## config.mk

```make
export PLATFORM = sky130hd
export DESIGN_NAME = fabric_port_out_arbiter
export DESIGN_NICKNAME = d
export VERILOG_FILES = /design/src/rtl/fabric_port_out_pkg.sv /design/src/rtl/rr_arbiter_pick.sv /design/src/rtl/fabric_port_out_arbiter.sv
export SDC_FILE = /design/constraint.sdc
export NUM_CORES = 1
export LEC_CHECK = 0
export CAP_MARGIN = 15
export CORE_MARGIN = 2
export CORE_UTILIZATION = 37
export DETAILED_ROUTE_END_ITERATION = 7
export GPL_TIMING_DRIVEN = 0
export HOLD_SLACK_MARGIN = 0.05
export PLACE_DENSITY = 0.77
export SLEW_MARGIN = 10
export SYNTH_ARGS = -nofsm -noshare
export SYNTH_HDL_FRONTEND = slang
export SYNTH_SLANG_ARGS = --single-unit
```

## constraint.sdc

```tcl
create_clock -name clk -period 8.52 [get_ports clk]
set_input_delay 2.556 -clock clk [delete_from_list [all_inputs] [get_ports clk]]
set_output_delay 2.556 -clock clk [all_outputs]
set_load 0.05 [all_outputs]
```

## src/rtl/fabric_port_out_pkg.sv

```systemverilog
// Shared types for the fabric-port-out write-side arbiter and its pick logic.
package fabric_port_out_pkg;

    typedef enum logic [0:0] {
        IDLE = 1'b0,
        LOCK = 1'b1
    } arb_state_t;

    // Index width that stays at least one bit even for degenerate sizes.
    function automatic int grant_w(input int n);
        return (n <= 2) ? 1 : $clog2(n);
    endfunction

endpackage

```

## src/rtl/rr_arbiter_pick.sv

```systemverilog
// Combinational round-robin pick: first asserted request at or above rr_ptr, wrapping.
module rr_arbiter_pick
    import fabric_port_out_pkg::*;
#(
    parameter int NUM_REQ = 4,
    localparam int GW = grant_w(NUM_REQ)
) (
    input  logic [NUM_REQ-1:0] req,
    input  logic [GW-1:0]      rr_ptr,
    output logic [GW-1:0]      pick,
    output logic               any_req
);

    logic [GW-1:0] idx;

    // Scan downward in priority so the highest-priority hit is written last.
    always_comb begin
        pick = '0;
        idx  = '0;
        for (int i = NUM_REQ - 1; i >= 0; i--) begin
            idx = GW'((int'(rr_ptr) + i) % NUM_REQ);
            if (req[idx]) pick = idx;
        end
        any_req = |req;
    end

endmodule

```

## src/rtl/fabric_port_out_arbiter.sv

```systemverilog
// Packet-granular round-robin arbiter feeding the write port of the fabric-port-out FIFO.
module fabric_port_out_arbiter
    import fabric_port_out_pkg::*;
#(
    parameter int NUM_REQ = 4,
    parameter int WIDTH   = 36,
    parameter int CNT_W   = 16,
    localparam int GW = grant_w(NUM_REQ)
) (
    input  logic                     clk,
    input  logic                     rst,
    input  logic [NUM_REQ-1:0]       i_valid,
    input  logic [NUM_REQ*WIDTH-1:0] i_data,
    input  logic [NUM_REQ-1:0]       i_last,
    output logic [NUM_REQ-1:0]       i_ready,
    output logic [WIDTH-1:0]         o_data,
    output logic                     o_last,
    output logic                     o_write_en,
    input  logic                     o_ready,
    output logic [GW-1:0]            o_grant,
    output logic                     o_busy,
    output logic [CNT_W-1:0]         o_pkt_count
);

    arb_state_t       state;
    logic [GW-1:0]    rr_ptr;
    logic [GW-1:0]    grant;
    logic [GW-1:0]    pick;
    logic [GW-1:0]    sel;
    logic [GW-1:0]    next_ptr;
    logic             any_req;
    logic             sel_valid;
    logic             sel_last;
    logic             accept;
    logic [WIDTH-1:0] sel_data;

    rr_arbiter_pick #(
        .NUM_REQ (NUM_REQ)
    ) u_pick (
        .req     (i_valid),
        .rr_ptr  (rr_ptr),
        .pick    (pick),
        .any_req (any_req)
    );

    // While locked, only the owner may move, even if it is currently idle.
    always_comb begin
        sel       = (state == LOCK) ? grant : pick;
        sel_valid = (state == LOCK) ? i_valid[sel] : any_req;
        sel_data  = i_data[sel*WIDTH +: WIDTH];
        sel_last  = i_last[sel];
        next_ptr  = GW'((int'(sel) + 1) % NUM_REQ);
        accept    = sel_valid & o_ready & ~rst;
        i_ready   = '0;
        if (!rst && (state == LOCK || any_req))
            i_ready[sel] = o_ready;
    end

    always_ff @(posedge clk) begin
        if (rst) begin
            state       <= IDLE;
            rr_ptr      <= '0;
            grant       <= '0;
            o_write_en  <= 1'b0;
            o_data      <= '0;
            o_last      <= 1'b0;
            o_grant     <= '0;
            o_busy      <= 1'b0;
            o_pkt_count <= '0;
        end else begin
            o_write_en <= accept;
            if (accept) begin
                o_data  <= sel_data;
                o_last  <= sel_last;
                o_grant <= sel;
                if (sel_last) begin
                    state       <= IDLE;
                    o_busy      <= 1'b0;
                    rr_ptr      <= next_ptr;
                    o_pkt_count <= o_pkt_count + 1'b1;
                end else if (state == IDLE) begin
                    state  <= LOCK;
                    o_busy <= 1'b1;
                    grant  <= sel;
                end
            end
        end
    end

endmodule

```

[After elaboration in Yosys (flattened, before gate mapping)]
Cells that the tools add are included.
Storage, ports and cells
  register bits after elaboration: 62
  input bits: 155
  output and inout port bits: 61
  logic and storage cells: 61
Operators by class
  add/sub/neg operators: 5
  $mul: 1
  $lt $le $gt $ge: 6
  equal/unequal tests: 1
  shifts and indexed selects: 1
  multiplexer cells: 24
  bitwise gates (word level): 6
  reductions and logical operators: 8
Operator list (number)
  indexed part select 144 x 9 -> 36 bit: 1
  adder 16 x 1 -> 16 bit, second input constant: 1
  less-than comparator 2 x 3 -> 1 bit, second input constant: 5
  binary-select mux 1 bit (select 2 bit): 6
  two-way mux 1 bit: 11
  two-way mux 2 bit: 5
  multiplier 2 x 4 -> 6 bit, second input constant: 1
  adder 2 x 1 -> 2 bit, second input constant: 2
  adder 2 bit, second input constant: 2
  bitwise AND 4 bit: 1
  two-way mux 4 bit: 1
  AND reduction 2 bit: 2
  OR reduction 4 bit: 1
  NOT 1 bit: 3
  AND reduction 3 bit: 1
  bitwise AND 1 bit: 2
  demux 1 bit (select 2 bit): 1
  greater-or-equal comparator 2 x 1 -> 1 bit, second input constant: 1
  logical AND 1 bit: 2
  inequality test 2 x 1 -> 1 bit, second input constant: 1
  logical NOT 1 bit: 1
  logical OR 1 bit: 1

[Longest topological paths before layout]
Gate-level depths: netlist of run 1.
  depth after elaboration: 14
  mapped depth: 10
  gate-level depth less buffers: 7

[Modules after synthesis]
From an unflattened synthesis of run 1, not the netlist that was laid out.
Unflattened totals
  cell total of the unflattened synthesis: 548
  area total of the unflattened synthesis: 3590.9 um^2
Modules (own cells, without submodules)
  fabric_port_out_arbiter: times used 1, cells an instance 535, area an instance 3513.4 um^2, sequential area each 1241.2 um^2
  rr_arbiter_pick: times used 1, cells an instance 13, area an instance 77.6 um^2, sequential area each 0.0 um^2

[Least setup slack after synthesis of run 1]
Ideal clock, no wire load.
  kind: input -> output
  start point: input port i_valid[1]
  end point: output port i_ready[3]
  arrival: 4701 ps
  data required time: 5964 ps
  slack: 1263 ps
  stages on the path: 10
  path buffers: 3
  path through: buf_4 > or3b_1 > o311a_1 > o221ai_1 > nand2_1 > buf_2 > buf_2 > inv_1 > ha_1 > and2_1
Between the ends
  cells in the longest elaborated chain, start to end: 13
  elaborated cells between the ends (all ways): 23
  classes of those cells: 2 x order compare; 16 x mux; 1 x bitwise; 4 x reduce/logical
RTL lines
  start, declared: RTL line fabric_port_out_arbiter.sv:12  | input logic [NUM_REQ-1:0] i_valid,
  binary-select mux 1 bit (select 2 bit): RTL line rr_arbiter_pick.sv:22  | if (req[idx]) pick = idx;
  two-way mux 1 bit (not written as such): RTL line rr_arbiter_pick.sv:22
  two-way mux 2 bit (3 in a row): RTL line rr_arbiter_pick.sv:22
  two-way mux 2 bit (*): RTL line rr_arbiter_pick.sv:22
  two-way mux 2 bit (*): RTL line fabric_port_out_arbiter.sv:48  | sel = (state == LOCK) ? grant : pick;
  named net sel[0]: RTL line fabric_port_out_arbiter.sv:29  | logic [GW-1:0] sel;
  less-than comparator 2 x 3 -> 1 bit (not written as such) / greater-or-equal comparator 2 x 1 -> 1 bit (equally long branches): RTL line fabric_port_out_arbiter.sv:56  | i_ready[sel] = o_ready;
  logical AND 1 bit (not written as such): RTL line fabric_port_out_arbiter.sv:56
  two-way mux 1 bit (not written as such): RTL line fabric_port_out_arbiter.sv:56
  demux 1 bit (select 2 bit) (*): RTL line fabric_port_out_arbiter.sv:56
  bitwise AND 4 bit (no line) (*)
  two-way mux 4 bit (*): RTL line fabric_port_out_arbiter.sv:55  | if (!rst && (state == LOCK || any_req))
  end, declared: RTL line fabric_port_out_arbiter.sv:15  | output logic [NUM_REQ-1:0] i_ready,
Mark *: on every way through the listed nets, which the timed path passes. The rest lies on a longest branch. The select of a mux whose other input is x is not followed.

[Worst setup path after layout of run 1]
  start point: input port i_valid[1]
  end point: output port i_ready[1]
Same word-level chain as after synthesis.

==> results_dict.tcl, run 1 <==
set metrics [dict create \
    cts.htree.levels 3 \
    critPathArrivalTime_ps 5750 \
    worstSetupEndpointType "primary output" \
    grt_pass1_vias 4079 \
    fin_crit_sh 0.975 \
    slew_headroom 0.386 \
    grt_first_pass_wirelength_mm 20.0 \
    grt_usage 0.221 \
    wire_per_inst_um 16.6 \
    muxShareOfSynthArea 0.385 \
    synth_xor_area_frac 0.00223 \
    critPathMaxFanout 11 \
    rows 37 \
    fmaxAchievable_mhz 120 \
    syn_area_um2 3930 \
    synth-simple-area-share 0.140 \
    n_antenna_cell 0 \
    holdBufCountCts 0 \
    clkLatencyLatePin_ps 330 \
    drcViolationCount 0 \
    wl_met2_mm 6.71 \
    fin_nets 809 \
    numCtsBuffers 9 \
    totalWireLength_mm 13.1 \
    drtPass1Iterations 7 \
    cp-start-kind "input port" \
    design_area_um2 6460 \
    syn_nets 585 \
    mostFrequentLayoutCell "clkdlybuf4s50_1" \
    fin_skew_ps 9.48 \
    drv_slew 0 \
    utilization 0.625 \
    synthCells 425 \
    core_um2 10300 \
    criticalPathCategory "in2out" \
    yosysUniqueCellTypes 46 \
    io_pins 216 \
    die_h_um 107 \
    drive_gt1_frac 0.0520 \
    tritoncts "built" \
    setup_viol 0 \
    hold_slack_ps 469 \
    max-cap-violations 0 \
    met3_length_mm 1.00 \
    outcome "complete, no violations" \
    place_area_um2 6240 \
    cts-root-buf "clkbuf_8" \
    viasPerCell 5.24 \
    numPortBuffers 214 \
    initial_core_util 0.381 \
    post_cts_buffers 0 \
    peakVddDrop_v 0.0000869 \
    routed.top_layer "met4" \
    place_congestion 0.894 \
    synth_top_family_by_area "multiplexers" \
    hpwl_mm 10.6 \
    synth-compound-area-share 0.0974 \
    area_delta_synth_final_pct 64.3 \
    worst_hold_path_type "reg2reg" \
    postSynthAreaPerCell_um2 9.25 \
    clk_pin_slew_ps 70 \
    drt_iter0_markers 173 \
    tightest_slew_ps 921 \
    synthAdderAreaFrac 0.0159 \
    p_leak_uw 0.00268 \
    numClockSinks 62 \
    most-common-layout-cells "210 x clkdlybuf4s50_1, 149 x mux2i_1, 62 x dfxtp_1" \
    die_x_um 107 \
    grt_overflow 0 \
    ant_nets 0 \
    grt_max_degree 21 \
    ys_seq_area_frac 0.316 \
    die-area_um2 11500 \
    final_hold_viol_count 0 \
    antenna_found_initial 0 \
    ys_ff_latch 62 \
    drt-met1-wl_mm 5.07 \
    powerDensity_nw_per_um2 143 \
    cp.required_ps 5960 \
    vias 4137 \
    yosys_warnings 0 \
    finalCriticalPeriod_ps 8310 \
    rsz0062_at_grt "no" \
    cts.path.max_buffers 2 \
]
==> metal layers <==
layer | track usage | vias up
met4 | 0.0872 | 0
met3 | 0.0523 | 27
met1 | 0.247 | 1925
met5 | 0 | -
met2 | 0.401 | 197
li1 | - | 1988
==> registers in the layout, summed over array words and instances, names as in the netlist <==
name / flops
o_busy: 1
o_grant: 2
o_data: 36
grant: 2
o_last: 1
o_write_en: 1
rr_ptr: 2
o_pkt_count: 16
state: 1
==> synth_stat cells, drive strengths merged <==
cell type / n / share of area
o221ai: 1 / 0.0022
nand2: 14 / 0.013
or3b: 1 / 0.0022
ha: 5 / 0.016
o21ai: 11 / 0.014
a32oi: 1 / 0.0022
a211oi: 2 / 0.0051
o221a: 1 / 0.0051
a21oi: 21 / 0.027
a22oi: 2 / 0.0051
xor2: 1 / 0.0022
clkbuf: 8 / 0.0076
nand3: 11 / 0.014
o41ai: 1 / 0.0022
o311a: 2 / 0.0051
nand3b: 2 / 0.0038
o21a: 1 / 0.0019
nor2: 47 / 0.045
and2: 6 / 0.0096
nor2b: 3 / 0.0048
nor4: 1 / 0.0016
o31ai: 8 / 0.015
nand2b: 3 / 0.0048
mux2i: 149 / 0.38
mux2: 2 / 0.0057
and3: 2 / 0.0032
or4b: 1 / 0.0025
or3: 6 / 0.0096
and3b: 1 / 0.0022
buf: 21 / 0.027
nand4: 3 / 0.0048
a21boi: 1 / 0.0019
a211o: 1 / 0.0022
inv: 9 / 0.0086
o31a: 1 / 0.0022
or2: 2 / 0.0032
o211ai: 2 / 0.0038
dfxtp: 62 / 0.32
o311ai: 1 / 0.0022
or4: 8 / 0.015
==> critical path: stages <==
cell	delay (ps)
clkdlybuf4s50_1	470
buf_4	160
or3b_1	350
o311a_1	160
o221ai_1	320
nand2_1	190
buf_2	270
buf_2	270
inv_1	160
ha_1	150
and2_1	140
dlygate4sd2_1	530
==> kinds of logic (layout without fill, tap and decap cells) <==
logic type               count (synthesis)  count (layout)
multiplexers                           151             151
AND/OR/NAND/NOR                        111             111
flip-flops                              62              62
AO/OA/AOI/OAI                           57              57
buffers and inverters                   38             267
adder cells (fa/ha/maj)                  5               5
XOR/XNOR                                 1               1
==> what timing repair did <==
| action | 4_1_cts | 5_1_grt |
|---|---|---|
| resized for setup | 2 | 2 |
| setup endpoints to repair | 4 | 2 |
| pin swaps | 0 | 0 |
==> path summary, 6_finish.rpt <==
check / slack [ps] / end / startpoint / cells past startpoint
max: 210 / i_ready[1] / i_valid[1] / 12
max reg2reg: 5630 / o_data[32] / rr_ptr[1] / 9
min: 470 / o_last / o_last / 2
min reg2reg: 470 / o_last / o_last / 2
==> stage by stage <==
step	setup slack, ps	instances	total power (uW)	TNS, ps
global placement	-81.3	775	640	-283
CTS	116	790	932	0
floorplan	1260	425	510	0
finish	213	790	923	0
global route	54.7	790	966	0
detailed placement	-145	775	646	-556
==> power by group <==
part           total [uW]  internal (uW)  switching, uW
Sequential            312            304           8.12
Clock                 285            172            113
Combinational         326            161            165
==> cell type report <==
type | instances | area, um2
Buffer | 28 | 134
Clock buffer | 12 | 145
Clock inverter | 4 | 70.1
Fill cell | 884 | 3870
Inverter | 9 | 33.8
Multi-Input combinational cell | 325 | 2520
Sequential cell | 62 | 1240
Tap cell | 136 | 170
Timing Repair Buffer | 214 | 2140
Power figures use the tool's default switching activity.
==> inputs of run 2 (changes only) <==
Settings changed: CORE_UTILIZATION 37 to 35, GPL_ROUTABILITY_DRIVEN from default to 0, PLACE_DENSITY 0.77 to 0.74.
==> results_dict.tcl, run 2 (synthesized netlist as in run 1, its figures left out) <==
set metrics [dict create \
    n_antenna_cell 0 \
    regMostFlops "o_data" \
    initial_core_util 0.361 \
    post_cts_buffers 0 \
    powerDensity_nw_per_um2 141 \
    outcome "complete, no violations" \
    fin_cells 793 \
    critPathArrivalTime_ps 5810 \
    critPathMaxFanout 11 \
    numPortBuffers 214 \
    antenna_found_initial 0 \
    io_pins 216 \
    final_hold_viol_count 0 \
    finalCriticalPeriod_ps 8370 \
    cp-start-kind "input port" \
    tightest_slew_ps 937 \
    drv_slew 0 \
    wire_per_inst_um 16.8 \
    worst_hold_path_type "reg2reg" \
    rsz0062_at_grt "no" \
    grt_pass1_vias 3907 \
    area_delta_synth_final_pct 64.2 \
    numCtsBuffers 9 \
    largest_reg_flops 36 \
    slew_headroom 0.376 \
    rows 38 \
    cts-root-buf "clkbuf_8" \
    internal_power_uw 623 \
    cp.required_ps 5960 \
    p_sw_uw 285 \
    switching_share 0.314 \
    ant_nets 0 \
    drtPass1Iterations 4 \
    fin_skew_ps 8.31 \
    hold_slack_ps 473 \
    fin_crit_sh 0.982 \
    grt_overflow 0 \
    fmaxAchievable_mhz 120 \
    worst-path-buf-inv 6 \
    tritoncts "built" \
    p_leak_uw 0.00268 \
    clk_pin_slew_ps 70 \
    drcViolationCount 0 \
    criticalPathCategory "in2out" \
    p_seq_frac 0.344 \
    seqCellArea_um2 1240 \
    drt_iter0_markers 176 \
    totalWireLength_mm 13.4 \
    holdBufCountCts 0 \
    numClockSinks 62 \
    p_comb_frac 0.359 \
    fin_nets 809 \
    cts.htree.levels 3 \
    die-area_um2 12100 \
    setup_viol 0 \
    path_cells "clkdlybuf4s50_1 > buf_4 > or3b_1 > o311a_1 > o221ai_1 > nand2_1 > buf_2 > buf_2 > inv_1 > ha_1 > and2_1 > dlygate4sd2_1" \
    grt_usage 0.211 \
    mostFrequentLayoutCell "clkdlybuf4s50_1" \
    vias 4050 \
    path_delay_family "buffers and inverters" \
    grt_first_pass_wirelength_mm 19.5 \
    worstSetupEndpointType "primary output" \
    viasPerCell 5.11 \
    clkLatencyLatePin_ps 330 \
    most-common-layout-cells "210 x clkdlybuf4s50_1, 149 x mux2i_1, 62 x dfxtp_1" \
    crit_top_cell "buf_2" \
    core_um2 10900 \
    cpMaxStageDelayCell "dlygate4sd2_1" \
    peakVddDrop_v 0.0000982 \
    slowest_delay_ps 530 \
    largestRegisters "o_data (36), o_pkt_count (16)" \
    clkPwrFrac 0.297 \
    die_x_um 110 \
    dp_cells 779 \
    max-cap-violations 0 \
    grt_max_degree 21 \
    fillers 937 \
    multi_input_area_um2 2520 \
    hpwl_mm 10.8 \
    drive_gt1_frac 0.0536 \
    die_h_um 110 \
    cts.path.max_buffers 2 \
]
==> run 2: power by group through the flow <==
| stage | combinational (uW) | clock [uW] | sequential, uW |
|---|---|---|---|
| 2_1_floorplan | 146 | 0 | 364 |
| 3_3_place_gp | 323 | 0 | 319 |
| 3_5_place_dp | 328 | 0 | 319 |
| 4_1_cts | 328 | 276 | 313 |
| 5_1_grt | 347 | 289 | 314 |
| 6_report | 326 | 269 | 313 |
==> run 2: final timing paths <==
| check | start | to | slack, ps | cells after the start |
|---|---|---|---|---|
| setup / recovery | i_valid[1] | i_ready[1] | 150 | 12 |
| hold / removal | o_last | o_last | 470 | 2 |
| setup reg to reg | rr_ptr[1] | o_data[33] | 5480 | 9 |
| hold reg to reg | o_last | o_last | 470 | 2 |
==> run 2: area by class of cell <==
| type | count | area share |
|---|---|---|
| clock inverter | 3 | 0.00659 |
| buffer | 28 | 0.0207 |
| tap | 140 | 0.0271 |
| timing repair buffer | 214 | 0.332 |
| clock buffer | 12 | 0.0256 |
| multi-input combinational | 325 | 0.390 |
| sequential | 62 | 0.192 |
| inverter | 9 | 0.00523 |
==> run 2: tightest hold or removal path, stage by stage, from the launching register on <==
cell     delay, ps
dfxtp_1        320
nand2_1         50
a21oi_1         50
==> run 2: routing by layer <==
layer	vias to the layer above	GRT usage	part of all wire
li1	1990	-	-
met1	1908	0.249	0.40
met2	138	0.374	0.53
met3	14	0.0468	0.058
met4	0	0.0741	0.016
met5	-	0	0
==> run 2: per-stage QoR <==
step | worst slack (ps) | util | power [uW] | setup TNS (ps) | cell area [um2]
floorplan | 1260 | - | 510 | 0 | 3930
global placement | -218 | 0.574 | 642 | -814 | 6250
detailed placement | -345 | 0.574 | 646 | -1340 | 6250
CTS | 79.5 | 0.592 | 917 | 0 | 6450
global route | 19.2 | 0.593 | 950 | 0 | 6450
finish | 153 | 0.593 | 908 | 0 | 6450
==> run 2: timing repair <==
item | in CTS | in global routing
endpoints found under the hold margin | 0 | 0
pin swaps | 0 | 0
gates resized for setup | 2 | 2
endpoints found under the setup margin | 4 | 2
